--- config.mk ---
export PLATFORM = sky130hd
export DESIGN_NAME = io_write_decode
export DESIGN_NICKNAME = d
export VERILOG_FILES = /design/src/rtl/io_pkg.sv /design/src/rtl/io_write_port_slot.sv /design/src/rtl/io_write_decode.sv
export SDC_FILE = /design/constraint.sdc
export NUM_CORES = 1
export LEC_CHECK = 0
export BUFFER_PORTS_ARGS = -buffer_cell sky130_fd_sc_hd__buf_2
export CORE_UTILIZATION = 30
export CTS_CLUSTER_SIZE = 12
export DETAILED_ROUTE_END_ITERATION = 6
export PLACE_DENSITY_LB_ADDON = 0.1
export SYNTH_ARGS = -nofsm -noshare
export SYNTH_HDL_FRONTEND = slang
export SYNTH_SLANG_ARGS = --single-unit
--- constraint.sdc ---
create_clock -name clock -period 2.2 [get_ports clock]
set_clock_uncertainty 0.1 [all_clocks]
set_input_delay 0.11 -clock clock [delete_from_list [all_inputs] [get_ports clock]]
set_output_delay 0.11 -clock clock [all_outputs]
set_load 0.02 [all_outputs]
--- src/rtl/io_pkg.sv ---
// rtl/io_pkg.sv - shared defaults and slot-state encoding for the IO write decoder
package io_pkg;

  localparam int IO_WORD_WIDTH      = 36;
  localparam int IO_ADDR_WIDTH      = 10;
  localparam int IO_PORT_COUNT      = 8;
  localparam int IO_PORT_BASE_ADDR  = 1016;
  localparam int IO_PORT_ADDR_WIDTH = 3;

  typedef enum logic {
    EMPTY = 1'b0,
    FULL  = 1'b1
  } slot_state_e;

endpackage

--- src/rtl/io_write_port_slot.sv ---
// rtl/io_write_port_slot.sv - single-entry holding slot for one write port
module io_write_port_slot
  import io_pkg::*;
#(
  parameter int WORD_WIDTH = IO_WORD_WIDTH
) (
  input  logic                  clock,
  input  logic                  reset_n,
  input  logic                  wr_i,
  input  logic [WORD_WIDTH-1:0] data_i,
  input  logic                  ready_i,
  output logic                  valid_o,
  output logic [WORD_WIDTH-1:0] data_o,
  output logic                  blocked_o
);

  slot_state_e           state_q, state_d;
  logic [WORD_WIDTH-1:0] data_q, data_d;

  always_comb begin
    state_d = state_q;
    data_d  = data_q;
    case (state_q)
      EMPTY: begin
        if (wr_i) begin
          state_d = FULL;
          data_d  = data_i;
        end
      end
      FULL: begin
        // A consume on the same edge frees the slot for the incoming write.
        if (ready_i && wr_i) begin
          data_d = data_i;
        end else if (ready_i) begin
          state_d = EMPTY;
        end
      end
      default: state_d = EMPTY;
    endcase
  end

  always_ff @(posedge clock or negedge reset_n) begin
    if (!reset_n) begin
      state_q <= EMPTY;
      data_q  <= '0;
    end else begin
      state_q <= state_d;
      data_q  <= data_d;
    end
  end

  assign valid_o   = (state_q == FULL);
  assign data_o    = data_q;
  assign blocked_o = wr_i && (state_q == FULL) && !ready_i;

endmodule

--- src/rtl/io_write_decode.sv ---
// rtl/io_write_decode.sv - decodes pipeline writes onto a bank of held write ports
// Optional sticky overflow flag under IO_WRITE_DECODE_ERR_EN.
module io_write_decode
  import io_pkg::*;
#(
  parameter int WORD_WIDTH            = IO_WORD_WIDTH,
  parameter int ADDR_WIDTH            = IO_ADDR_WIDTH,
  parameter int WRITE_PORT_COUNT      = IO_PORT_COUNT,
  parameter int WRITE_PORT_BASE_ADDR  = IO_PORT_BASE_ADDR,
  parameter int WRITE_PORT_ADDR_WIDTH = IO_PORT_ADDR_WIDTH
) (
  input  logic                                 clock,
  input  logic                                 reset_n,
  input  logic                                 write_en,
  input  logic [ADDR_WIDTH-1:0]                write_addr,
  input  logic [WORD_WIDTH-1:0]                write_data,
  output logic                                 write_blocked,
  output logic [WRITE_PORT_COUNT*WORD_WIDTH-1:0] port_data_out,
  output logic [WRITE_PORT_COUNT-1:0]          port_valid,
  input  logic [WRITE_PORT_COUNT-1:0]          port_ready
`ifdef IO_WRITE_DECODE_ERR_EN
  ,
  output logic                                 err_overflow,
  input  logic                                 err_clear
`endif
);

  logic [31:0]                      offset;
  logic                             hit;
  logic [WRITE_PORT_ADDR_WIDTH-1:0] port_idx;
  logic [WRITE_PORT_COUNT-1:0]      slot_blocked;

  // Widened compare so addresses below the base never alias into range.
  assign offset   = 32'(write_addr) - 32'(WRITE_PORT_BASE_ADDR);
  assign hit      = (32'(write_addr) >= 32'(WRITE_PORT_BASE_ADDR)) &&
                    (offset < 32'(WRITE_PORT_COUNT));
  assign port_idx = offset[WRITE_PORT_ADDR_WIDTH-1:0];

  for (genvar i = 0; i < WRITE_PORT_COUNT; i++) begin : g_slot
    io_write_port_slot #(
      .WORD_WIDTH(WORD_WIDTH)
    ) u_slot (
      .clock    (clock),
      .reset_n  (reset_n),
      .wr_i     (write_en && hit && (port_idx == WRITE_PORT_ADDR_WIDTH'(i))),
      .data_i   (write_data),
      .ready_i  (port_ready[i]),
      .valid_o  (port_valid[i]),
      .data_o   (port_data_out[i*WORD_WIDTH +: WORD_WIDTH]),
      .blocked_o(slot_blocked[i])
    );
  end

  assign write_blocked = |slot_blocked;

`ifdef IO_WRITE_DECODE_ERR_EN
  logic err_q, err_d;

  // Set wins over clear so a drop in the clearing cycle is not lost.
  always_comb begin
    err_d = err_q;
    if (write_blocked) begin
      err_d = 1'b1;
    end else if (err_clear) begin
      err_d = 1'b0;
    end
  end

  always_ff @(posedge clock or negedge reset_n) begin
    if (!reset_n) begin
      err_q <= 1'b0;
    end else begin
      err_q <= err_d;
    end
  end

  assign err_overflow = err_q;
`endif

endmodule

# Word-level counts from Yosys, hierarchy flattened
# Cells that the tools add are included.
# classes
n_lt_le_gt_ge,2
add_sub_neg,1
n_reduce_logical,52
n_bitwise,8
muxes,56
eq_ne,23
# op_table
operator,count
36-bit two-way mux,16
36-bit one-hot mux with 2 select lines,8
1-bit logical AND,34
32-bit by 4-bit < comparator with 1-bit output (second input constant),1
1-bit two-way mux,24
2-bit by 1-bit inequality test with 1-bit output (second input constant),8
2-bit inequality test (second input constant),8
1-bit one-hot mux with 2 select lines,8
2-bit AND reduction,8
3-bit equality test (second input constant),4
10-bit by 10-bit subtractor with 11-bit output (second input constant),1
10-bit >= comparator (second input constant),1
1-bit logical NOT,8
1-bit NOT,8
8-bit OR reduction,1
3-bit by 2-bit equality test with 1-bit output (second input constant),2
3-bit by 1-bit equality test with 1-bit output (second input constant),1
3-bit logical NOT,1
# totals
wordCells,158
regBits,296

# Depth between registers and ports, before layout
# Gate-level depths: netlist of the first run.
# depth
word_depth,8
ltp_mapped,8

# Cells and area by module
# A second synthesis of the first run with hierarchy kept.
# hier_totals
cells_unflattened,672
hier_area_um2,12483.2
# modules_own_cells
module,n_inst,area_each_um2,cells_per_inst,seq_area_each_um2
io_write_port_slot,8,1540.2,81,925.9
io_write_decode,1,161.4,24,0.0

# Least setup slack after synthesis of the first run
# OpenSTA, ideal clock, no wires.
# synth_path
path_kind,input to register
start,input port write_addr[3]
end,register g_slot[1].u_slot.data_q[11]
path_slack_ps,-117
n_path_buf,2
path_stages,7
t_arrival_ps,2092
cell_sequence,ha_1 nand4b_1 or4_1 buf_2 nor4_4 buf_6 mux2_2
# synth_via
elab_chain_cells,8
# synth_rtl
item,line_no,rtl
"start, declared",io_write_decode.sv:15,"input logic [ADDR_WIDTH-1:0] write_addr,"
10-bit by 10-bit subtractor with 11-bit output,io_write_decode.sv:34,assign offset = 32'(write_addr) - 32'(WRITE_PORT_BASE_ADDR);
32-bit by 4-bit < comparator with 1-bit output,io_write_decode.sv:36,(offset < 32'(WRITE_PORT_COUNT));
1-bit logical AND (*),io_write_decode.sv:35,assign hit = (32'(write_addr) >= 32'(WRITE_PORT_BASE_ADDR)) &&
1-bit logical AND (*) (2 in a row),io_write_decode.sv:45,".wr_i (write_en && hit && (port_idx == WRITE_PORT_ADDR_WIDTH'(i))),"
1-bit logical AND,io_write_port_slot.sv:32,if (ready_i && wr_i) begin
2-bit inequality test (no source line),--,
2-bit AND reduction (no source line) (*),--,
"end signal, assigned",io_write_port_slot.sv:48,data_q <= data_d;
"end, declared",io_write_port_slot.sv:18,"logic [WORD_WIDTH-1:0] data_q, data_d;"
# Every way passes the cells marked *; elsewhere a longest branch is shown, timed or not.
# A chain may end at the register's enable or synchronous reset.

# Worst setup path after layout of the first run
# layout_path
start,input port write_addr[0]
end,register g_slot[3].u_slot.data_q[18]
# layout_via
elab_chain_cells,8
# layout_rtl
item,line_no
10-bit by 10-bit subtractor with 11-bit output,io_write_decode.sv:34
32-bit by 4-bit < comparator with 1-bit output,io_write_decode.sv:36
1-bit logical AND,io_write_decode.sv:35
1-bit logical AND,io_write_decode.sv:45
1-bit logical AND (*),io_write_decode.sv:45
1-bit logical AND,io_write_port_slot.sv:32
2-bit inequality test (no source line),--
2-bit AND reduction (no source line) (*),--
"end signal, assigned",io_write_port_slot.sv:48
"end, declared",io_write_port_slot.sv:18
# Marks and branches as above.

==> metrics.md, run 1 <==
| Metric | Value |
|---|---|
| Outcome | `complete, no violations` |
| Slew @ Worst Pin | `422 ps` |
| Via Count | `7271` |
| Latest clock arrival within the worst-skew pair | `500 ps` |
| Cell depth of the worst flop-to-flop path | `4` |
| Post-synthesis instance area | `11400 um2` |
| Post-synth top cells | `dfrtp_1 (296), mux2_2 (255), mux2_4 (30), buf_4 (13), clkbuf_1 (12)` |
| Post-layout minimum cycle time | `2150 ps` |
| Vias per inst | `4.47` |
| Finished Core Util | `42.1%` |
| Fin. Hold Viols | `0` |
| Synth async-reset ratio | `100%` |
| Peak supply drop | `0.546 mV` |
| Chip Height | `197 um` |
| First-pass GRT wire length | `50100 um` |
| RePlAce Congestion | `0.721` |
| Crit path cell chain | `dlygate4sd3_1, buf_2, inv_2, or4_1, buf_4, nor3b_2, clkbuf_16, mux2_2` |
| Overflow after GRT | `0` |
| GRT Total Usage | `17.2%` |
| Largest net degree at the start of global routing | `51` |
| Antenna diodes | `0` |
| Peak Freq | `0.466 GHz` |
| Mapped Nets | `726` |
| Worst EP required | `2490 ps` |
| Input/output buffers | `353` |
| Register-to-register setup slack | `510 ps` |
| Avg Inst Size Synth | `17.0 um2` |
| Number of H-tree levels | `2` |
| Cells after DPL | `1514` |
| #FFs+latches synth | `296` |
| Row count | `70` |
| Top FF cell, synth | `dfrtp_1` |
| Crit share post-route | `97.5%` |
| Finished layout cell area | `15600 um2` |
| P per Cell Area | `741 nW/um2` |
| Rel. slew slack | `71.6%` |
| Number of global-route vias before repair | `7754` |
| TritonRoute pass-1 iters | `4` |
| Die area | `38600 um2` |
| Register area share after synthesis | `65.2%` |
| P_leak | `8.90 nW` |
| Dpl ws | `-208 ps` |
| Yosys top cell area share | `65.2%` |
| DRC | `0` |
| Antenna-violating nets left | `0` |
| Worst hold path depth | `5` |
| Clock sink count | `296` |
| Critical path type | `in -> reg` |
| Total Nets Final | `1158` |
| Worst R2R Start | `g_slot[1].u_slot.valid_o$_DFF_PN0_` |
| Ports | `354` |
| Crit path buffers/inverters | `5` |
| Routed len/inst | `20.1 um` |
| Setup_tns | `0 ps` |
| HP Class | `in -> reg` |
| R2r endpoint | `g_slot[1].u_slot.data_o[31]$_DFFE_PN0P_` |
| Post-synth EDFFs | `0` |
| Area Growth Syn to Fin | `37.1%` |
| Crit end category | `register` |
| Top post-synthesis cells by area | `dfrtp_1 (65%), mux2_2 (25%), mux2_4 (4.0%), buf_6 (0.89%), buf_4 (0.86%)` |
| Root buf cell | `clkbuf_16` |
| Clk buf depth | `3` |
| Most common cell in the synthesized netlist | `dfrtp_1` |
| Layout cell share with drive strength beyond 1 | `65.4%` |
| Initial DRC count | `224` |
| Worst path slowest cell | `dlygate4sd3_1` |
| Worst-path clk slew | `50 ps` |
| Crit path from | `write_addr[0]` |
| Mapped Cells | `668` |
| Cell taking the most area after synthesis | `dfrtp_1` |
| Endpoints failing setup | `0` |
| CP max stage delay | `530 ps` |
| RSZ-0062 raised after global routing | `no` |
| Chip Width | `197 um` |
| Crit path max-delay family | `buffers and inverters` |
| WL final | `32700 um` |
| Dpl cell area | `13900 um2` |
| Fin cells | `1628` |
| DP HPWL | `22200 um` |
| Setup slack after layout | `54.7 ps` |
| Synthesis Warnings | `0` |
| CP arrival | `2430 ps` |
| Initial antenna violation count | `0` |
| Num CTS Buffers | `36` |
| Hold EP | `g_slot[5].u_slot.valid_o$_DFF_PN0_` |
| Max Slew Vio Count | `0` |
| Starting density of the core | `30.7%` |
| Worst-path maximum fanout | `36` |
| Core Area | `37000 um2` |
| Hold Startpoint | `write_en` |
| CTS tree | `yes` |
| Post-synth cell types | `34` |
| Worst setup SP type | `input port` |
| Max-cap violations | `0` |
[cell type report]
| type | instances | area [um2] |
|---|---|---|
| Clock buffer | 55 | 1090 |
| Clock inverter | 7 | 45.0 |
| Fill cell | 3571 | 21400 |
| Inverter | 2 | 7.51 |
| Multi-Input combinational cell | 331 | 3740 |
| Sequential cell | 296 | 7410 |
| Tap cell | 504 | 631 |
| Timing Repair Buffer | 433 | 2650 |
[flip-flops by register name (all words and copies together), names as in the netlist]
| signal | flops |
|---|---|
| g_slot.u_slot.valid_o | 8 |
| g_slot.u_slot.data_o | 288 |
[power breakdown]
| part | internal, mW | total [mW] | switching [mW] |
|---|---|---|---|
| logic | 0.150 | 0.418 | 0.268 |
| clock network | 3.42 | 5.65 | 2.23 |
| registers | 5.46 | 5.47 | 0.00636 |
[per-layer routing]
| metal | share of wire, % | GRT usage [%] |
|---|---|---|
| met5 | 0 | 0 |
| met2 | 47 | 27.1 |
| met1 | 44 | 22.8 |
| met4 | 1.4 | 4.05 |
| met3 | 7.7 | 5.56 |
[what timing repair did]
action / CTS / global route
hold endpoints to repair: 585 / 0
setup endpoints to repair: 0 / 2
resized for setup: 0 / 9
hold buffers: 51 / 0
setup buffers: 0 / 1
[stage by stage]
| step | total power [mW] | hold slack, ps |
|---|---|---|
| global placement | 5.93 | -54.4 |
| CTS | 11.8 | 50.2 |
| global route | 12.0 | 81.4 |
| finish | 11.5 | 77.0 |
| floorplan | 5.62 | -286 |
| detailed placement | 5.92 | -52.4 |
[worst min-delay path: stages]
cell      delay [ps]
buf_2            100
nand2_1           60
or4_1            110
buf_4            170
o21bai_1          90
[cell usage in the layout, fill, tap and decap left out, types with 4 or more instances in the layout]
cell and count:
clkbuf_8 10, buf_4 19, o21ai_0 5, dlygate4sd3_1 51, clkbuf_1 8, buf_2 351, dfrtp_1 296, buf_12 10
nand2b_1 5, clkinv_2 4, mux2_4 33, mux2_2 252, clkbuf_16 38
[logic make-up (layout without fill, tap and decap cells)]
logic type	after synthesis	count (layout)	synth area share [%]
adders and majority gates	1	1	0.110
muxes	290	290	29.8
buffers and inverters	41	497	2.40
DFF	296	296	65.2
and+or+nand+nor	28	28	1.74
AOI/OAI and AO/OA	12	12	0.705
[how the worst max path moves through the flow]
stage,end,slack [ps],cells past startpoint
final,g_slot[3].u_slot.data_o[18]$_DFFE_PN0P_,50,8
after floorplan,g_slot[1].u_slot.data_o[11]$_DFFE_PN0P_,-60,7
after detailed placement,g_slot[3].u_slot.data_o[12]$_DFFE_PN0P_,-210,8
after global routing,write_blocked,0.2,5
after CTS,write_blocked,30,5
after global placement,g_slot[3].u_slot.data_o[14]$_DFFE_PN0P_,-160,8
Power figures use the tool's default switching activity.
==> run 2, diff against run 1 <==
- SYNTH_HIERARCHICAL: default -> 1
==> run 2 against run 1 <==
Effect of this change:
- via count decreased by 0.89%
- critical path depth is 2 higher
- clock power grew 3%
- total power up 1.4%
- design area increased by 6.6%
- worst hold slack got worse by 60 ps
- core utilization down 1.6 points
- worst setup slack gained 140 ps
- combinational power down 1%
- sequential share of layout area down 2.9 points
- non-clock buffer count rose by 2
- critical path type is now in -> out
- largest power group unchanged
- highest routed layer unchanged
==> metrics.md, run 2 <==
| Metric | Value |
|---|---|
| Mapped Cells | `672` |
| Slew @ Worst Pin | `445 ps` |
| Chip Width | `206 um` |
| Endpoints failing setup | `0` |
| Total Nets Final | `1177` |
| Area Growth Syn to Fin | `33.0%` |
| Dpl ws | `86.2 ps` |
| P_sw | `2.53 mW` |
| Die area | `42400 um2` |
| RSZ-0062 raised after global routing | `no` |
| DP HPWL | `23400 um` |
| Post-synth top cells | `dfrtp_1 (296), mux2_4 (240), mux2_2 (48), buf_12 (24), nor4_1 (10)` |
| Max Slew Vio Count | `0` |
| Worst R2R Start | `g_slot[4].u_slot/valid_o$_DFF_PN0_` |
| Cell taking the most area after synthesis | `dfrtp_1` |
| Max-cap violations | `0` |
| Peak Freq | `0.499 GHz` |
| Synthesis Warnings | `6` |
| Starting density of the core | `30.5%` |
| Post-Synth Simple-Gate Area | `3.25%` |
| Crit path cell chain | `buf_2, ha_1, nand2b_1, nor4_1, buf_4, inv_1, nor2_1, nor4_2, nand2_1, buf_2` |
| Sw frac | `21.6%` |
| Antenna-violating nets left | `0` |
| Latest clock arrival within the worst-skew pair | `520 ps` |
| Worst-path clk slew | `50 ps` |
| GRT Total Usage | `16.1%` |
| HP Class | `in -> async` |
| Post-layout minimum cycle time | `2010 ps` |
| WL final | `34400 um` |
| Post-Synth Adder-Cell Area | `0.100%` |
| Synth async-reset ratio | `100%` |
| Post-synthesis instance area | `12500 um2` |
| Layout cell share with drive strength beyond 1 | `64.9%` |
| Top FF cell, synth | `dfrtp_1` |
| Worst Setup EP | `write_blocked` |
| Number of H-tree levels | `2` |
| TritonRoute pass-1 iters | `4` |
| Critical path's most frequent cell | `buf_2` |
| Ports | `354` |
| DRC | `0` |
| Initial DRC count | `296` |
| Yosys top cell area share | `59.3%` |
| Row count | `74` |
| Initial antenna violation count | `0` |
| Routed len/inst | `20.5 um` |
| Fin Hold WS | `16.9 ps` |
| Worst-path maximum fanout | `8` |
| Commonest cells after routing, fill and taps aside | `buf_2 (352), dfrtp_1 (296), mux2_4 (240)` |
| Worst EP required | `1990 ps` |
| Largest net degree at the start of global routing | `71` |
| Seq pwr share | `46.8%` |
| Cell depth of the worst flop-to-flop path | `4` |
| Overflow after GRT | `0` |
| Post-synth EDFFs | `0` |
| Worst path slowest cell | `nor4_1` |
| Register-to-register setup slack | `810 ps` |
| Crit path from | `write_addr[3]` |
| Chip Height | `206 um` |
| Post-synth cell types | `18` |
| RePlAce Congestion | `0.717` |
| Outcome | `complete, no violations` |
| Mapped Nets | `730` |
| Input/output buffers | `353` |
| Antenna diodes | `0` |
| Setup slack after layout | `194 ps` |
| Via Count | `7206` |
| Top post-synthesis cells by area | `dfrtp_1 (59%), mux2_4 (29%), mux2_2 (4.3%), buf_12 (3.8%), nand2b_4 (0.88%)` |
| Root buf cell | `clkbuf_16` |
| Rel. slew slack | `70.3%` |
| P_leak | `9.86 nW` |
| Most common cell after layout, fill and taps aside | `buf_2` |
| P per Cell Area | `704 nW/um2` |
| #FFs+latches synth | `296` |
| Fin. Hold Viols | `0` |
| Pint | `9.16 mW` |
| Compound-Gate Fraction of Synth Area | `0%` |
| Crit end category | `primary output` |
| Worst setup SP type | `input port` |
| CP arrival | `1800 ps` |
| Comb power frac | `3.5%` |
| Number of global-route vias before repair | `7544` |
| CTS tree | `yes` |
| Crit share post-route | `91.2%` |
| R2r endpoint | `g_slot[4].u_slot/data_o[23]$_DFFE_PN0P_` |
| Num CTS Buffers | `35` |
| Avg Inst Size Synth | `18.6 um2` |
| Register area share after synthesis | `59.3%` |
| Clock sink count | `296` |
| XOR/XNOR Fraction of Synth Area | `0%` |
| Max reg flops | `288` |
| Clock share of power | `49.7%` |
| First-pass GRT wire length | `50400 um` |
| Clk buf depth | `3` |
| Most common cell in the synthesized netlist | `dfrtp_1` |
| Dominant combinational cell family by area after synthesis | `multiplexers` |
| Peak supply drop | `0.430 mV` |
| Core Area | `40900 um2` |
| Mux cell area share after synthesis | `33.2%` |
| Setup_tns | `0 ps` |
| Vias per inst | `4.30` |
| Critical path type | `in -> out` |
| CP max stage delay | `330 ps` |
==> run 2: cell count changes in the layout (fill, tap and decap cells not counted), sizes merged, moves of 5 or more <==
cell | previous run | this run
buf | 381 | 386
o21ai | 5 | 0
nand2 | 4 | 17
nor4 | 2 | 10
nor2 | 3 | 8
==> run 2: critical path: cells and delay by family <==
family,cells,cell delay [ps]
buffers and inverters,4,500
adder cells (fa/ha/maj),1,270
AND/OR/NAND/NOR,5,920
==> run 2: cell families after synthesis <==
logic type    Yosys count
flops                 296
mux                   288
simple gates           54
buf+inv                33
fa+ha+maj               1
==> run 2: per-layer routing <==
metal  global-route usage, %  wire, um  vias up
met3                    5.72      2740       38
li1                        -         -     3260
met1                    21.4     15200     3686
met4                    5.44       705        0
met2                    24.0     15700      222
met5                       0         0        -
==> run 2: worst min path at each step <==
stage                 start                                      end  slack [ps]  depth (start not counted)
floorplan           reset_n   g_slot[0].u_slot/data_o[0]$_DFFE_PN0P_        -290                          0
global placement    reset_n  g_slot[4].u_slot/data_o[17]$_DFFE_PN0P_         -20                          1
detailed placement  reset_n  g_slot[4].u_slot/data_o[17]$_DFFE_PN0P_         -20                          1
CTS                 reset_n  g_slot[3].u_slot/data_o[17]$_DFFE_PN0P_         0.4                          2
global route        reset_n  g_slot[5].u_slot/data_o[13]$_DFFE_PN0P_          30                          2
finish              reset_n  g_slot[4].u_slot/data_o[17]$_DFFE_PN0P_          20                          2
==> run 2: repair_timing <==
item | 4_1_cts | 5_1_grt
setup buffers | 0 | 0
hold buffers | 49 | 0
setup endpoints to repair | 0 | 1
resized for setup | 0 | 1
endpoints found under the hold margin | 592 | 0
==> run 2: area by class of cell <==
class	instances	area, um2
multi-input cells	343	4570
repair buffers	435	2780
inverters	8	30.0
clock inverters	7	87.6
clock buffers	55	1060
well taps	532	666
fillers	3876	24300
flip-flops and latches	296	7410
==> run 2: through the flow <==
step	instance area, um2	instances	util [%]	total power [mW]
after floorplan	12500	672	-	5.63
after global placement	15000	1565	36.5	5.93
after detailed placement	15000	1565	36.5	5.93
after CTS	16600	1676	40.5	11.9
after global routing	16600	1676	40.6	12.2
final	16600	1676	40.6	11.7
==> run 2: power by group through the flow <==
| stage | Sequential [mW] | Clock (mW) | Combinational (mW) |
|---|---|---|---|
| floorplan | 5.58 | 0 | 0.0475 |
| global placement | 5.56 | 0 | 0.366 |
| detailed placement | 5.56 | 0 | 0.365 |
| CTS | 5.46 | 6.04 | 0.429 |
| global route | 5.46 | 6.26 | 0.460 |
| finish | 5.47 | 5.81 | 0.413 |
==> run 3, diff against run 2 <==
- REMOVE_ABC_BUFFERS: default -> 1
==> run 3 against run 2 <==
Effect of this change:
- the flow now finishes with violations (hold timing)
- die area did not move
- design area rose by 0.41%
- clock-buffer cell count did not move
- largest cell class unchanged
- sequential share of layout area fell by 0.18 points
- largest power group unchanged
- maximum frequency rose by 4.1%
- critical path depth did not move
- non-clock buffer count rose by 3
==> metrics.md, run 3 (synthesis gave the netlist of run 2 again) <==
| Metric | Value |
|---|---|
| Number of H-tree levels | `2` |
| Overflow after GRT | `0` |
| Peak Freq | `0.519 GHz` |
| RSZ-0062 raised after global routing | `no` |
| Crit path buffers/inverters | `4` |
| Endpoints failing setup | `0` |
| P_leak | `9.90 nW` |
| Largest net degree at the start of global routing | `61` |
| Routed len/inst | `21.0 um` |
| Clk buf depth | `3` |
| Crit path cell chain | `buf_2, ha_1, nand2b_1, nor4_1, buf_4, inv_1, nor2_1, nor4_1, nand2_1, buf_2` |
| Chip Height | `206 um` |
| Slew @ Worst Pin | `515 ps` |
| Worst setup SP type | `input port` |
| Worst path slowest cell | `nor4_1` |
| Filler cells | `3896` |
| Crit share post-route | `87.6%` |
| Num CTS Buffers | `35` |
| First-pass GRT wire length | `52200 um` |
| DRC | `0` |
| CP arrival | `1720 ps` |
| Setup_tns | `0 ps` |
| Initial DRC count | `270` |
| Critical path type | `in -> out` |
| Total Nets Final | `1180` |
| Initial antenna violation count | `0` |
| Failing checks | `hold timing` |
| Layout cell share with drive strength beyond 1 | `65.2%` |
| Max reg flops | `288` |
| Ports | `354` |
| Latest clock arrival within the worst-skew pair | `530 ps` |
| Root buf cell | `clkbuf_16` |
| WL final | `35200 um` |
| Post-layout minimum cycle time | `1930 ps` |
| Dpl cell area | `15000 um2` |
| Chip Width | `206 um` |
| Fin. Hold Viols | `1` |
| Outcome | `finished, violations left` |
| Clock sink count | `296` |
| P per Cell Area | `711 nW/um2` |
| RePlAce Congestion | `0.714` |
| Max-cap violations | `0` |
| Crit end category | `primary output` |
| TritonRoute pass-1 iters | `4` |
| DP HPWL | `24500 um` |
| Rel. slew slack | `65.7%` |
| Core Area | `40900 um2` |
| Die area | `42400 um2` |
| Most common cell after layout, fill and taps aside | `buf_2` |
| HP Class | `in -> async` |
| Peak supply drop | `0.443 mV` |
| Via Count | `7258` |
| Row count | `74` |
| CTS tree | `yes` |
| Starting density of the core | `30.5%` |
| Worst-path clk slew | `60 ps` |
| Vias per inst | `4.33` |
| Worst-path maximum fanout | `8` |
| Antenna-violating nets left | `0` |
| Commonest cells after routing, fill and taps aside | `buf_2 (352), dfrtp_1 (296), mux2_4 (240)` |
| Antenna diodes | `0` |
| Crit path max-delay family | `simple AND/OR/NAND/NOR gates` |
| Fin Hold WS | `-1.76 ps` |
| Worst EP required | `1990 ps` |
| Finished layout cell area | `16700 um2` |
| CP max stage delay | `360 ps` |
| # Post-CTS Setup Buffers | `0` |
| GRT Total Usage | `16.7%` |
| Max Slew Vio Count | `0` |
| Number of global-route vias before repair | `7642` |
| Input/output buffers | `353` |
| Area Growth Syn to Fin | `33.5%` |
run 3: changes by cell type in the layout (fill, tap and decap cells not counted):
cell      delta
buf_4        +2
clkinv_2     -2
clkbuf_8     +5
buf_12       +1
nor4_1       +1
nor4_2       -1
clkbuf_1     -5
run 3: through the flow:
step           worst slack [ps]  hold slack [ps]  cells  util (%)  power (mW)
2_1_floorplan              21.7             -286    647         -        5.63
3_3_place_gp               52.1            -19.2   1568      36.6        5.93
3_5_place_dp               88.1            -17.5   1568      36.6        5.93
4_1_cts                     249             1.20   1677      40.7        12.1
5_1_grt                     111             22.6   1677      40.7        12.3
6_report                    274            -1.76   1677      40.7        11.9
run 3: report_power, final:
part	leakage, nW	internal (mW)	total [mW]	switching, mW
combinational	5.18	0.156	0.413	0.257
sequential	4.14	5.46	5.47	0.00774
clock	0.586	3.69	5.97	2.28
run 3: worst paths after layout:
| check | startpoint | endpoint | slack, ps | depth (start not counted) |
|---|---|---|---|---|
| setup / recovery | write_addr[3] | write_blocked | 270 | 10 |
| hold / removal | reset_n | g_slot[1].u_slot/data_o[2]$_DFFE_PN0P_ | -2 | 2 |
| setup reg to reg | g_slot[5].u_slot/valid_o$_DFF_PN0_ | g_slot[5].u_slot/data_o[22]$_DFFE_PN0P_ | 780 | 4 |
| hold reg to reg | g_slot[2].u_slot/data_o[22]$_DFFE_PN0P_ | g_slot[2].u_slot/data_o[22]$_DFFE_PN0P_ | 400 | 1 |
| max in group asynchronous | reset_n | g_slot[2].u_slot/data_o[15]$_DFFE_PN0P_ | 1230 | 3 |
| min in group clock | write_addr[1] | g_slot[4].u_slot/valid_o$_DFF_PN0_ | 50 | 6 |
run 3: repair_timing:
action,CTS,global route
resized for setup,0,0
endpoints found under the hold margin,592,0
hold buffers,49,0
run 3: area by class of cell:
class	instances	area, um2	area share (%)
sequential	296	7410	44.4
multi-input combinational	343	4560	27.4
timing repair buffer	438	2810	16.9
clock buffer	55	1110	6.68
tap	532	666	3.99
clock inverter	5	77.6	0.465
inverter	8	30.0	0.180
run 3: per-layer routing:
metal | up-vias | GRT usage (%) | routed length, um
li1 | 3278 | - | -
met1 | 3709 | 22.8 | 16100
met2 | 225 | 25.5 | 16200
met3 | 46 | 4.04 | 2120
met4 | 0 | 5.86 | 797
met5 | - | 0 | 0
